**config.mk**
```make
export PLATFORM = sky130hd
export DESIGN_NAME = alu_multicycle
export DESIGN_NICKNAME = d
export VERILOG_FILES = /design/src/rtl/alu_multicycle.sv
export SDC_FILE = /design/constraint.sdc
export NUM_CORES = 1
export LEC_CHECK = 0
export ABC_AREA = 1
export CAP_MARGIN = 10
export CELL_PAD_IN_SITES_DETAIL_PLACEMENT = 0
export CELL_PAD_IN_SITES_GLOBAL_PLACEMENT = 1
export CORE_MARGIN = 5
export CORE_UTILIZATION = 37
export DETAILED_ROUTE_END_ITERATION = 7
export HOLD_SLACK_MARGIN = 0.05
export PLACE_DENSITY = 0.74
export SYNTH_ARGS = -nofsm -noshare
export SYNTH_HDL_FRONTEND = slang
export SYNTH_SLANG_ARGS = --single-unit
```
**constraint.sdc**
```tcl
create_clock -name clk -period 3.81 [get_ports clk]
set_input_delay 0.762 -clock clk [delete_from_list [all_inputs] [get_ports clk]]
set_output_delay 0.762 -clock clk [all_outputs]
set_load 0.01 [all_outputs]
```
**src/rtl/alu_multicycle.sv**
```systemverilog
// alu_multicycle: handshaked RV32I/RV64I ALU for the execute stage.
//
// Operations (sel): 0 add/sub, 1 xor, 2 or, 3 and, 4 sll, 5 srl/sra, 6 slt, 7 sltu,
// 8-15 reserved (result 0). funct7 == 7'h20 selects sub / sra.
// Shifts run one bit per cycle unless ALU_BARREL_SHIFT_EN is defined, in which case
// every operation completes in one cycle through a combinational barrel shifter.
//
// Ports:
//   clk        clock, rising edge
//   rst_n      synchronous active-low reset
//   in_valid   request present
//   in_ready   request can be accepted (IDLE and not in reset)
//   in1, in2   operands; shifts use in2[SHAMT_W-1:0]
//   funct7     7'h20 selects sub / sra
//   sel        operation select
//   out_valid  result valid (DONE state)
//   out_ready  consumer accepts result
//   out        registered result, stable while out_valid is high
//
// Macro: ALU_BARREL_SHIFT_EN (undefined by default -> iterative shifter).

module alu_multicycle #(
    parameter int unsigned WIDTH   = 32,
    parameter int unsigned SHAMT_W = $clog2(WIDTH)
) (
    input  logic             clk,
    input  logic             rst_n,
    input  logic             in_valid,
    output logic             in_ready,
    input  logic [WIDTH-1:0] in1,
    input  logic [WIDTH-1:0] in2,
    input  logic [6:0]       funct7,
    input  logic [3:0]       sel,
    output logic             out_valid,
    input  logic             out_ready,
    output logic [WIDTH-1:0] out
);

`ifdef ALU_BARREL_SHIFT_EN
    typedef enum logic [1:0] {StIdle, StDone} state_e;
`else
    typedef enum logic [1:0] {StIdle, StShift, StDone} state_e;
`endif

    state_e state_q, state_d;
    logic [WIDTH-1:0] out_q, out_d;
    logic [WIDTH-1:0] imm_res;
    logic [SHAMT_W-1:0] shamt;
    logic alt;
    logic accept;

    assign alt    = (funct7 == 7'h20);
    assign shamt  = in2[SHAMT_W-1:0];
    assign accept = in_valid && in_ready;

    // Single-cycle result for everything the accept edge can finish on its own.
    always_comb begin
        imm_res = '0;
        case (sel)
            4'd0: imm_res = in1 + (alt ? ~in2 : in2) + {{(WIDTH-1){1'b0}}, alt};
            4'd1: imm_res = in1 ^ in2;
            4'd2: imm_res = in1 | in2;
            4'd3: imm_res = in1 & in2;
`ifdef ALU_BARREL_SHIFT_EN
            4'd4: imm_res = in1 << shamt;
            4'd5: imm_res = alt ? WIDTH'($signed(in1) >>> shamt) : (in1 >> shamt);
`else
            // Only reached with shamt 0; nonzero shifts go through the SHIFT state.
            4'd4: imm_res = in1;
            4'd5: imm_res = in1;
`endif
            4'd6: imm_res = {{(WIDTH-1){1'b0}}, ($signed(in1) < $signed(in2))};
            4'd7: imm_res = {{(WIDTH-1){1'b0}}, (in1 < in2)};
            default: imm_res = '0;
        endcase
    end

`ifndef ALU_BARREL_SHIFT_EN
    logic [WIDTH-1:0]   acc_q, acc_d;
    logic [SHAMT_W-1:0] cnt_q, cnt_d;
    logic               left_q, left_d;
    logic               arith_q, arith_d;
    logic [WIDTH-1:0]   shifted;
    logic               is_shift;

    assign is_shift = (sel == 4'd4) || (sel == 4'd5);
    assign shifted  = left_q ? {acc_q[WIDTH-2:0], 1'b0}
                             : {arith_q & acc_q[WIDTH-1], acc_q[WIDTH-1:1]};
`endif

    always_comb begin
        state_d = state_q;
        out_d   = out_q;
`ifndef ALU_BARREL_SHIFT_EN
        acc_d   = acc_q;
        cnt_d   = cnt_q;
        left_d  = left_q;
        arith_d = arith_q;
`endif
        case (state_q)
            StIdle: begin
                if (accept) begin
`ifndef ALU_BARREL_SHIFT_EN
                    if (is_shift && (shamt != '0)) begin
                        acc_d   = in1;
                        cnt_d   = shamt;
                        left_d  = (sel == 4'd4);
                        arith_d = (sel == 4'd5) && alt;
                        state_d = StShift;
                    end else begin
                        out_d   = imm_res;
                        state_d = StDone;
                    end
`else
                    out_d   = imm_res;
                    state_d = StDone;
`endif
                end
            end
`ifndef ALU_BARREL_SHIFT_EN
            StShift: begin
                acc_d = shifted;
                cnt_d = cnt_q - 1'b1;
                if (cnt_q == SHAMT_W'(1)) begin
                    out_d   = shifted;
                    state_d = StDone;
                end
            end
`endif
            StDone: begin
                if (out_ready) begin
                    state_d = StIdle;
                end
            end
            default: state_d = StIdle;
        endcase
    end

    always_ff @(posedge clk) begin
        if (!rst_n) begin
            state_q <= StIdle;
            out_q   <= '0;
`ifndef ALU_BARREL_SHIFT_EN
            acc_q   <= '0;
            cnt_q   <= '0;
            left_q  <= 1'b0;
            arith_q <= 1'b0;
`endif
        end else begin
            state_q <= state_d;
            out_q   <= out_d;
`ifndef ALU_BARREL_SHIFT_EN
            acc_q   <= acc_d;
            cnt_q   <= cnt_d;
            left_q  <= left_d;
            arith_q <= arith_d;
`endif
        end
    end

    assign in_ready  = rst_n && (state_q == StIdle);
    assign out_valid = (state_q == StDone);
    assign out       = out_q;

endmodule
```
==> impl_metrics.yaml <==
detailed_routing:
  vias_per_cell: 5.29
  first_iter_violations: 656
  drc: 0
  antenna_left: 0
  via_count: 9408
  drt-wirelength-per-cell_um: 17.8
  firstDrtPassIters: 5
  wl_mm: 31.6
global_routing:
  grt.met3_usage_pct: 6.01
  grt.busiest_layer: "met1"
  use_met1_pct: 35.7
  track_usage_pct: 24.0
  grt_antenna_before_repair: 0
  grt_pass1_vias: 8789
  grt-ovfl-total: 0
  gr-usage-met2_pct: 35.2
  grt_max_degree: 66
  grt_pass1_wl_mm: 49.3
timing:
  skew_ns: 0.0114
  fmax_ghz: 0.280
  fin_crit_ns: 3.57
  setup_violations: 0
  grt_setup_unrepaired: "false"
  worst_slew_pin_slew_ns: 1.13
  hold_viol_final: 0
  holdWs_ns: 0.477
  slew_violations: 0
  maxSlewHeadroom_pct: 24.8
  fin_ws_ns: 0.239
  fin_tns_setup_ns: 0
  timing.final.crit_share_pct: 93.7
layout:
  multi_input_area_um2: 6030
  seq_area_um2: 1460
  finalInstanceArea_um2: 10900
  utilization_pct: 48.4
  nFillCells: 2362
  drive_above_1_share_pct: 10.8
  num_antenna_cells: 0
  area_growth_pct: 30.1
  fin_nets: 1705
worst_setup_path:
  cp-start-kind: "input port"
  reg2reg_slack_ns: 1.43
  end_kind: "register"
  crit_path_max_fanout: 5
  r2r-start: "state_q[1]$_SDFFE_PN0P_"
  arrival_ns: 3.85
  ff2ff_path_depth: 10
  crit_type: "in -> reg"
  crit_path_max_incr_delay_ns: 0.46
  r2r-end: "acc_q[20]$_SDFFE_PN0P_"
  crit_slowest_cell: "clkdlybuf4s50_1"
  required_ns: 4.09
  crit_chain: "clkdlybuf4s50_1 > nand2_1 > nor2_2 > nand2_2 > buf_4 > nand2_1 > nand2_1 > fa_1 > inv_1 > nand3_1 > nand3_1 > nand2_1 > nand2_1 > nand2_1 > nand2_1 > nand2_1 > nand3_1 > nand2_1 > nand2_1 > nor2_1 > o21ai_0 > buf_4 > nand2_1 > a21oi_1"
  crit_top_cell: "nand2_1"
synth:
  synth_flop_cell: "dfxtp_1"
  ys_ff_latch: 73
  ys_seq_area_share_pct: 17.5
  syn_area_per_cell_um2: 6.41
  synth.distinct_cells: 43
  ys_warn_count: 0
  postSynthCellCount: 1302
  synth_edf_count: 0
  syn_area_um2: 8350
  syn-num-nets: 1517
  async_flop_share_pct: 0
power:
  leakagePower_nw: 5.08
  power.density_nw_per_um2: 400
  ir_drop_mv: 0.298
clock_tree:
  cts-root-buf: "clkbuf_16"
  cts_tree: "yes"
  ctsHoldBuffers: 0
  clk_latency_ns: 0.35
  numCtsBuffers: 9
  cts.sinks: 73
  path_clk_slew_ns: 0.07
  clockBufferDepth: 2
  cts-htree-levels: 3
status:
  status: "finished, final reports clean"
die:
  die_y_um: 160
  rows: 55
  die_x_um: 160
  start_util_pct: 37.2
  ios: 113
  core-area_um2: 22400
  die_area_um2: 25700
min_path:
  hold_depth: 2
  worstHoldPathType: "reg -> reg"
  whs_endpoint: "acc_q[4]$_SDFFE_PN0P_"
  hold_start: "acc_q[4]$_SDFFE_PN0P_"
run:
  max_cap_violations: 0
place:
  placed_cell_area_um2: 10500
  place_ws_ns: -0.429
  hpwl_mm: 24.9
  routabilityCongestion: 0.938
  port_buffers: 112
through the flow:
step	std cells	power, mW
2_1_floorplan	1302	2.45
3_3_place_gp	1762	3.33
3_5_place_dp	1762	3.33
4_1_cts	1778	4.33
5_1_grt	1780	4.67
6_report	1780	4.35
worst max-delay path, delay by kind of cell:
family / cells / cell delay (ns)
buf+inv: 4 / 0.89
simple gates: 17 / 1.49
compound gates: 2 / 0.33
fa+ha+maj: 1 / 0.36
timing repair:
action / CTS / global route
pin swaps: 0 / 1
endpoints found under the hold margin: 0 / 0
resized for setup: 1 / 10
endpoints found under the setup margin: 1 / 10
buffers inserted: 0 / 2
gates cloned: 0 / 0
layout by cell type, fill, tap and decap left out, types with 3 or more instances in the layout:
cell             instances
nand2_1                231
inv_1                  174
a21oi_1                165
ha_1                   135
buf_4                  119
o21ai_0                117
nor2_1                 112
clkdlybuf4s50_1        111
dfxtp_1                 73
nand3_1                 44
o22ai_1                 33
xor2_1                  31
a31oi_1                 22
nor3_1                  16
a211oi_1                13
a221oi_1                10
or2_2                    9
clkbuf_16                9
o211ai_1                 8
a21o_1                   6
nor2_2                   4
nand4_1                  4
o21bai_1                 4
nor4_1                   4
o21ai_1                  3
nand3b_1                 3
bufinv_16                3
how the worst max path moves through the flow:
stage | cells past startpoint | startpoint | endpoint
finish | 24 | funct7[5] | out[22]$_SDFFE_PN0P_
CTS | 18 | funct7[5] | out[20]$_SDFFE_PN0P_
global placement | 15 | funct7[5] | out[20]$_SDFFE_PN0P_
detailed placement | 15 | funct7[5] | out[20]$_SDFFE_PN0P_
global route | 24 | funct7[5] | out[22]$_SDFFE_PN0P_
floorplan | 20 | funct7[3] | out[14]$_SDFFE_PN0P_
logic make-up (layout without fill, tap and decap cells):
family	Yosys count	count (layout)	share of synthesized area, %
xor gates and xnor gates	34	34	3.57
adders and majority gates	136	136	20.5
and+or+nand+nor	435	435	21.7
DFF	73	73	17.5
AOI/OAI and AO/OA	392	392	26.0
buffers and inverters	232	425	10.8
Yosys cell counts (2+ instances only):
| library cell | n | area [um^2] |
|---|---|---|
| a211oi_1 | 13 | 97.6 |
| a21o_1 | 6 | 45.0 |
| a21oi_1 | 167 | 836 |
| a221oi_1 | 10 | 87.6 |
| a311oi_1 | 2 | 17.5 |
| a31oi_1 | 22 | 138 |
| buf_1 | 3 | 11.3 |
| buf_2 | 11 | 55.1 |
| buf_4 | 5 | 37.5 |
| clkbuf_1 | 35 | 131 |
| clkinv_1 | 3 | 11.3 |
| dfxtp_1 | 73 | 1460 |
| ha_1 | 135 | 1690 |
| inv_1 | 174 | 653 |
| nand2_1 | 232 | 871 |
| nand3_1 | 45 | 225 |
| nand3b_1 | 3 | 22.5 |
| nand4_1 | 4 | 25.0 |
| nor2_1 | 114 | 428 |
| nor2_2 | 2 | 12.5 |
| nor3_1 | 16 | 80.1 |
| nor4_1 | 4 | 25.0 |
| o211ai_1 | 8 | 60.1 |
| o21ai_0 | 119 | 596 |
| o21ai_1 | 3 | 15.0 |
| o21bai_1 | 4 | 30.0 |
| o22ai_1 | 33 | 206 |
| or2_2 | 9 | 56.3 |
| xor2_1 | 33 | 289 |
layer usage:
layer  vias up  part of all wire [%]
met5         -                     0
met4         0                   1.4
met3        27                   7.8
met2       277                    41
met1      4372                    49
li1       4732                     -
final cells by class:
cell class / count / area share [%]
clock inverter: 5 / 0.956
multi-input combinational: 997 / 55.5
clock buffer: 11 / 2.14
timing repair buffer: 231 / 18.5
inverter: 178 / 6.15
tap: 285 / 3.28
sequential: 73 / 13.5
state kept, by name, indices dropped and copies added (netlist names):
register and cells:
cnt_q 5, out 32, acc_q 32, left_q 1, arith_q 1, state_q 2
report_power, final:
part	internal, mW	switching, mW	total (mW)
Clock	0.641	0.347	0.987
Combinational	0.847	1.33	2.18
Sequential	1.01	0.168	1.18
Total	2.50	1.85	4.35
Power figures use the tool's default switching activity.
